<file path="src/rtl/i2c_req_arbiter.sv">
// Round-robin arbiter that shares one I2C master engine among NUM_REQ requesters.
// Latches the winner's command, issues it, waits for completion or timeout, returns status.
module i2c_req_arbiter #(
  parameter int NUM_REQ        = 5,
  parameter int ADDR_W         = 7,
  parameter int DATA_W         = 8,
  parameter int TIMEOUT_CYCLES = 1024
) (
  input  logic                           clk_i,
  input  logic                           rst_i,
  input  logic [NUM_REQ-1:0]             req_i,
  input  logic [NUM_REQ-1:0][ADDR_W-1:0] req_addr_i,
  input  logic [NUM_REQ-1:0][DATA_W-1:0] req_data_i,
  input  logic [NUM_REQ-1:0]             req_rnw_i,
  output logic [NUM_REQ-1:0]             gnt_o,
  output logic [NUM_REQ-1:0]             done_o,
  output logic                           err_o,
  output logic                           timeout_o,
  output logic [DATA_W-1:0]              rd_data_o,
  output logic                           m_start_o,
  output logic [ADDR_W-1:0]              m_addr_o,
  output logic [DATA_W-1:0]              m_data_o,
  output logic                           m_rnw_o,
  input  logic                           m_busy_i,
  input  logic                           m_done_i,
  input  logic                           m_ack_err_i,
  input  logic [DATA_W-1:0]              m_rd_data_i
);

  localparam int IDX_W = (NUM_REQ > 1) ? $clog2(NUM_REQ) : 1;
  localparam int CNT_W = $clog2(TIMEOUT_CYCLES);
  localparam logic [CNT_W-1:0] CNT_LIMIT = CNT_W'(TIMEOUT_CYCLES - 1);

  typedef enum logic [1:0] {IDLE, ISSUE, WAIT, DONE} state_t;

  state_t            state, state_n;
  logic [IDX_W-1:0]  ptr;
  logic [IDX_W-1:0]  idx;
  logic [CNT_W-1:0]  cnt;
  logic              win_vld;
  logic [IDX_W-1:0]  win_idx;
  logic [IDX_W-1:0]  cand;
  int                sel;

  // Scan downward so the last hit, the nearest index after ptr, takes priority.
  always_comb begin
    win_vld = 1'b0;
    win_idx = ptr;
    cand    = '0;
    sel     = 0;
    for (int k = NUM_REQ; k >= 1; k--) begin
      sel  = (int'(ptr) + k) % NUM_REQ;
      cand = IDX_W'(sel);
      if (req_i[cand]) begin
        win_vld = 1'b1;
        win_idx = cand;
      end
    end
  end

  always_comb begin
    state_n = state;
    case (state)
      IDLE:    if (win_vld) state_n = ISSUE;
      ISSUE:   if (m_start_o && !m_busy_i) state_n = WAIT;
      WAIT:    if (m_done_i || (cnt == CNT_LIMIT)) state_n = DONE;
      DONE:    state_n = IDLE;
      default: state_n = IDLE;
    endcase
  end

  always_ff @(posedge clk_i) begin
    if (rst_i) begin
      state     <= IDLE;
      ptr       <= IDX_W'(NUM_REQ - 1);
      idx       <= '0;
      cnt       <= '0;
      gnt_o     <= '0;
      done_o    <= '0;
      err_o     <= 1'b0;
      timeout_o <= 1'b0;
      rd_data_o <= '0;
      m_start_o <= 1'b0;
      m_addr_o  <= '0;
      m_data_o  <= '0;
      m_rnw_o   <= 1'b0;
    end else begin
      state     <= state_n;
      done_o    <= '0;
      err_o     <= 1'b0;
      timeout_o <= 1'b0;
      rd_data_o <= '0;
      m_start_o <= 1'b0;
      cnt       <= '0;
      case (state)
        IDLE: begin
          if (win_vld) begin
            idx       <= win_idx;
            gnt_o     <= NUM_REQ'(1) << win_idx;
            m_addr_o  <= req_addr_i[win_idx];
            m_data_o  <= req_data_i[win_idx];
            m_rnw_o   <= req_rnw_i[win_idx];
            m_start_o <= !m_busy_i;
          end
        end
        // The strobe is registered, so it reflects the busy flag of the previous cycle.
        ISSUE: begin
          if (state_n != WAIT) m_start_o <= !m_busy_i;
        end
        WAIT: begin
          cnt <= cnt + 1'b1;
          if (m_done_i) begin
            done_o    <= gnt_o;
            err_o     <= m_ack_err_i;
            rd_data_o <= m_rnw_o ? m_rd_data_i : '0;
          end else if (cnt == CNT_LIMIT) begin
            done_o    <= gnt_o;
            err_o     <= 1'b1;
            timeout_o <= 1'b1;
          end
        end
        DONE: begin
          ptr   <= idx;
          gnt_o <= '0;
        end
        default: ;
      endcase
    end
  end

endmodule

</file>
<file path="config.mk">
export PLATFORM = sky130hd
export DESIGN_NAME = i2c_req_arbiter
export DESIGN_NICKNAME = d
export VERILOG_FILES = /design/src/rtl/i2c_req_arbiter.sv
export SDC_FILE = /design/constraint.sdc
export NUM_CORES = 1
export LEC_CHECK = 0
export CAP_MARGIN = 40
export CORE_UTILIZATION = 40
export DETAILED_ROUTE_END_ITERATION = 12
export PLACE_DENSITY = 0.74
export SYNTH_ARGS = -nofsm -noshare
export SYNTH_HDL_FRONTEND = slang
export SYNTH_SLANG_ARGS = --single-unit
</file>
<file path="constraint.sdc">
create_clock -name clk_i -period 5.7 [get_ports clk_i]
set_clock_uncertainty 0.15 [all_clocks]
set_input_delay 0.57 -clock clk_i [delete_from_list [all_inputs] [get_ports clk_i]]
set_output_delay 0.57 -clock clk_i [all_outputs]
set_load 0.05 [all_outputs]
</file>
* Word level (Yosys, flattened, before mapping) *
Cells that the tools add are included.

cells by class
  $add $sub $neg = 6
  divide/modulo/power cells = 5
  $lt $le $gt $ge = 6
  eq/ne operators = 6
  shift operators = 1
  multiplexer cells = 39
  bitwise operators = 3
  reduce and logical (&&, ||, !) cells = 10

operators by type and width
  kind                     count
  $mod A32 B4 Y32 const B  5
  $bmux W8 S3              1
  $lt A3 B4 Y1 const B     6
  $bmux W7 S3              1
  $bmux W1 S3              6
  $mux W1                  15
  $mux W3                  5
  $mux W5                  3
  $add A10 B1 Y10 const B  1
  $eq A10 B10 Y1 const B   1
  $pmux W5 S2              1
  $add A3 B2 Y4 const B    2
  $add A3 B3 Y4 const B    2
  $mux W8                  1
  $pmux W2 S4              1
  $mux W7                  1
  $mux W2                  3
  $shl A1 B3 Y5 const A    1
  $add A3 B1 Y4 const B    1
  $eq A2 B2 Y1 const B     2
  $ne A2 B2 Y1 const B     2
  $reduce_and A2 Y1        2
  $reduce_or A4 Y1         1
  $not A1 Y1               3
  9 further kinds          9

word-level totals
  bits in registers = 55
  input port bits = 98
  output and inout port bits = 37
  logic and storage cells = 89

* Logic depth before layout (Yosys ltp) *
  depth after elaboration = 14
  gate-level depth with buffers = 27
  mapped depth without buffers = 19

* Least setup slack after synthesis *
Ideal clock, no wire load.

  path type = register to register
  from = reg ptr[0]
  to = reg m_addr_o[0]
  library setup time = 0.079 ns
  arrival time = 5.612 ns
  required time = 5.471 ns
  slack = -0.141 ns
  cell stages (with the launch flop) = 27
  path buffers = 7
  period minus slack after synthesis = 5.841 ns
  cells stage by stage = dfxtp_1 -> buf_2 -> buf_2 -> inv_1 -> clkbuf_1 -> ha_1 -> clkbuf_1 -> clkbuf_1 -> inv_1 -> ha_1 -> nor2_1 -> a211o_1 -> and2_1 -> inv_1 -> ha_1 -> nor2b_1 -> a2111o_1 -> o211ai_2 -> mux2_2 -> o32a_1 -> a221o_1 -> and3b_1 -> buf_2 -> clkbuf_1 -> a211oi_1 -> o211ai_1 -> o211ai_1

between the ends
  word-level cells in the longest chain between the ends = 11
  elaborated cells on any way between the ends = 33
  classes of those cells = add/sub: 5; div: 5; mux: 22; reduce/logical: 1

ends and longest elaborated chain
  what                           RTL line  RTL
  start: declaration             37        logic [IDX_W-1:0] ptr;
  start signal: assignment       75        ptr <= IDX_W'(NUM_REQ - 1);
  start signal: assignment       123       ptr <= idx;
  $add A3 B3 Y4                  52        sel = (int'(ptr) + k) % NUM_REQ;
  $mod A32 B4 Y32                52
  $bmux W1 S3                    54        if (req_i[cand]) begin
  $mux W1 (not written as such)  54
  $mux W3 (5 in series)          54
  $bmux W7 S3                    100       m_addr_o <= req_addr_i[win_idx];
  $mux W7 (not written as such)  100
  end signal: assignment         100
  end: declaration               21        output logic [ADDR_W-1:0] m_addr_o,

Several ways; a longest one is shown, not always the timed one. The select of a mux whose other input is x is not followed.
A chain may end at the register's enable or synchronous reset.

* Worst setup path after layout *
  from = reg ptr[0]
  to = reg m_addr_o[5]

Same word-level chain as after synthesis.

==> key figures <==
STA
  – Worst Max-Slew Pin Slew: 0.714 ns
  – Setup TNS: 0 ns
  – Final Max Slew Viols: 0
  – Setup violators final: 0
  – Relative slew slack: 0.521
  – Hold Violations, Final: 0
  – Fin crit share: 0.932
  – RSZ-0062 raised after global routing: false
  – Fmax achieved: 188 MHz
  – Crit path time final: 5.31 ns
  – Final WS setup: 0.388 ns

Final layout
  – Diodes inserted: 0
  – Most common cell after layout, fill and taps aside: clkdlybuf4s50_1
  – Total Nets Final: 870
  – Final instance area: 0.00656 mm²
  – Synth-to-layout area growth: 34.5%
  – Multi-input logic area: 0.00333 mm²
  – Commonest non-fill, non-tap cells in the layout: clkdlybuf4s50_1, inv_1, dfxtp_1
  – Final Instance Count excl. Fillers: 889
  – Final Core Density: 0.562
  – Fillers: 1035
  – Sequential Area: 0.00110 mm²
  – Share of layout cells above drive strength 1: 0.0938

Critical path
  – Crit path launch type: flop
  – Worst EP arrival: 5.32 ns
  – RR Startpoint: ptr[0]$_SDFFE_PP0P_
  – Crit path launch: ptr[0]$_SDFFE_PP0P_
  – CP cell instances: inv_1 > ha_1 > inv_1 > ha_1 > nor2_1 > a211o_1 > and2_1 > inv_1 > ha_1 > nor2b_1 > a2111o_1 > o211ai_2 > mux2_2 > o32a_1 > nor4b_1 > o41ai_1 > o21ai_1 > nand2b_2 > o211ai_1
  – Worst endpoint required time: 5.70 ns
  – Worst Setup End Kind: flop
  – R2r setup slk: 0.39 ns
  – CP Class: flop to flop
  – Crit path max fanout: 16
  – Critical path's largest stage delay: 0.48 ns
  – Slowest-stage cell, CP: nand2b_2

Logic synthesis
  – Ys flop type: dfxtp_1
  – Flops & latches, synth: 55
  – Post-synth ARST share: 0
  – Synth unique cells: 81
  – Synthesized area per cell: 7.84 µm²
  – Seq/Total Area, Yosys: 0.226
  – Mapped Area: 0.00488 mm²
  – Synth warn: 0
  – Post-synth EDFFs: 0
  – Syn nets: 747
  – Mapped Cells: 622

Hold path
  – Worst Min Path Start: cnt[0]$_SDFF_PP0_
  – HP Class: flop to flop

Floorplanning
  – IO Pins: 135
  – Die Area: 0.0126 mm²
  – Die Y: 112 µm
  – Die Width: 112 µm
  – Initial Util: 0.418
  – Core area: 0.0117 mm²
  – Rows: 39

Placement
  – DP Wirelength: 12.1 mm
  – Gpl congestion: 0.912
  – Post-Place Cell Area: 0.00638 mm²
  – IO buf count: 134
  – Pre-CTS setup slack: 0.263 ns
  – Placed cell count: 878

Global route
  – Initial antenna violation count: 0
  – Total track usage: 0.240
  – Vias in the first global route: 4992
  – Grt total ovfl: 0
  – Global-route wire length before repair: 24.6 mm
  – Pin count of the biggest net entering global routing: 21

CTS
  – Clk Latency, worst-skew pair: 0.29 ns
  – CTS tree: built
  – Clock sinks: 55
  – Hold_buf cts: 0
  – H-Tree Depth: 2
  – Largest buffer count on any clock path: 2
  – Root buffer cell: clkbuf_16
  – Num CTS Buffers: 5
  – Worst-path clk slew: 0.08 ns

Routing
  – Routed Wire Length: 15.5 mm
  – Residual DRC: 0
  – Detailed-route via count: 5175
  – Iter 0 DRT Violations: 345
  – Routed Antenna Nets: 0
  – First-pass DRT Iterations: 4
  – Vias per inst: 5.82
  – Post-DR wirelength/cell: 17.5 µm

Power and ir drop
  – Peak supply drop: 0.132 mV
  – Power density over cell area: 170 mW/mm²
  – Leakage power: 0.00258 µW

Outcome
  – Status: complete, no violations

Run
  – Maxcap violations: 0
## flip-flops by register name (all words and copies together), names as in the netlist
name,cells
cnt,10
m_data_o,8
rd_data_o,8
m_addr_o,7
done_o,5
gnt_o,5
idx,3
ptr,3
state,2
err_o,1
m_rnw_o,1
m_start_o,1
timeout_o,1
## routing by layer
layer / vias up / GRT usage / part of all wire
li1: 2527 / - / -
met1: 2451 / 0.305 / 0.43
met2: 178 / 0.428 / 0.50
met3: 19 / 0.0319 / 0.052
met4: 0 / 0.0640 / 0.015
met5: - / 0 / 0
## worst max-delay path, delay by kind of cell (launching register included)
family / cells / cell delay [ns]
AOI/OAI and AO/OA: 7 / 1.68
and+or+nand+nor: 5 / 1.32
adders and majority gates: 3 / 0.89
DFF: 1 / 0.38
muxes: 1 / 0.38
buffers and inverters: 3 / 0.36
## logic make-up after synthesis
family          Yosys count  synth area share
compound gates          208             0.326
xor+xnor                 15            0.0300
fa+ha+maj                27            0.0693
buf+inv                 111            0.0934
flops                    55             0.226
mux                      32            0.0698
simple gates            174             0.186
## worst paths after layout
path,endpoint,cells past startpoint
max,m_addr_o[5]$_SDFFE_PP0P_,19
max reg2reg,m_addr_o[5]$_SDFFE_PP0P_,19
min,cnt[0]$_SDFF_PP0_,1
min reg2reg,cnt[0]$_SDFF_PP0_,1
## synthesized netlist by cell type, types with 3 or more instances
library cell	n	area share
nand2b_1	10	0.013
a21oi_1	29	0.030
nor2_1	39	0.030
or2_2	4	0.0051
o21a_1	4	0.0062
o21ai_0	6	0.0062
mux2_2	6	0.014
nor3b_1	3	0.0046
o21ai_1	3	0.0031
clkbuf_1	26	0.020
nor3_1	6	0.0062
inv_1	61	0.047
a211o_1	8	0.014
a21boi_0	3	0.0046
o22ai_1	3	0.0038
ha_1	27	0.069
o31a_1	5	0.0090
or3_1	7	0.0090
a211oi_1	37	0.057
nand2_1	41	0.032
buf_2	11	0.011
a22oi_1	20	0.031
and2_1	21	0.027
o211ai_1	37	0.057
and3_1	5	0.0064
a31oi_1	6	0.0077
nor4_1	4	0.0051
o311ai_0	3	0.0054
nor4b_1	4	0.0072
nand3_1	14	0.014
a32oi_1	3	0.0054
nor2b_1	4	0.0051
xor2_1	6	0.011
dfxtp_1	55	0.23
xnor2_1	7	0.013
a21o_1	6	0.0092
buf_4	6	0.0092
mux2i_1	25	0.051
a31o_2	4	0.0072
## stage by stage
stage	hold slack, ns	power (µW)
2_1_floorplan	0.268	642
3_3_place_gp	0.276	788
3_5_place_dp	0.292	795
4_1_cts	0.305	1110
5_1_grt	0.333	1160
6_report	0.299	1110
## final cells by class
cell class,count,share of cell area
Clock inverter,3,0.00381
Multi-Input combinational cell,456,0.507
Inverter,64,0.0366
Tap cell,143,0.0273
Clock buffer,5,0.0191
Timing Repair Buffer,163,0.238
Sequential cell,55,0.168
## repair_timing
item | CTS | global route
endpoints found under the hold margin | 0 | 0
endpoints found under the setup margin | 0 | 16
gates resized for setup | 0 | 1
buffers inserted | 0 | 3
## power breakdown
part | internal (µW) | switching (µW) | total (µW)
Clock | 167 | 153 | 320
Combinational | 164 | 205 | 369
Sequential | 408 | 17.4 | 425
Total | 738 | 375 | 1110
No activity file was read; power rests on OpenSTA's default activity.
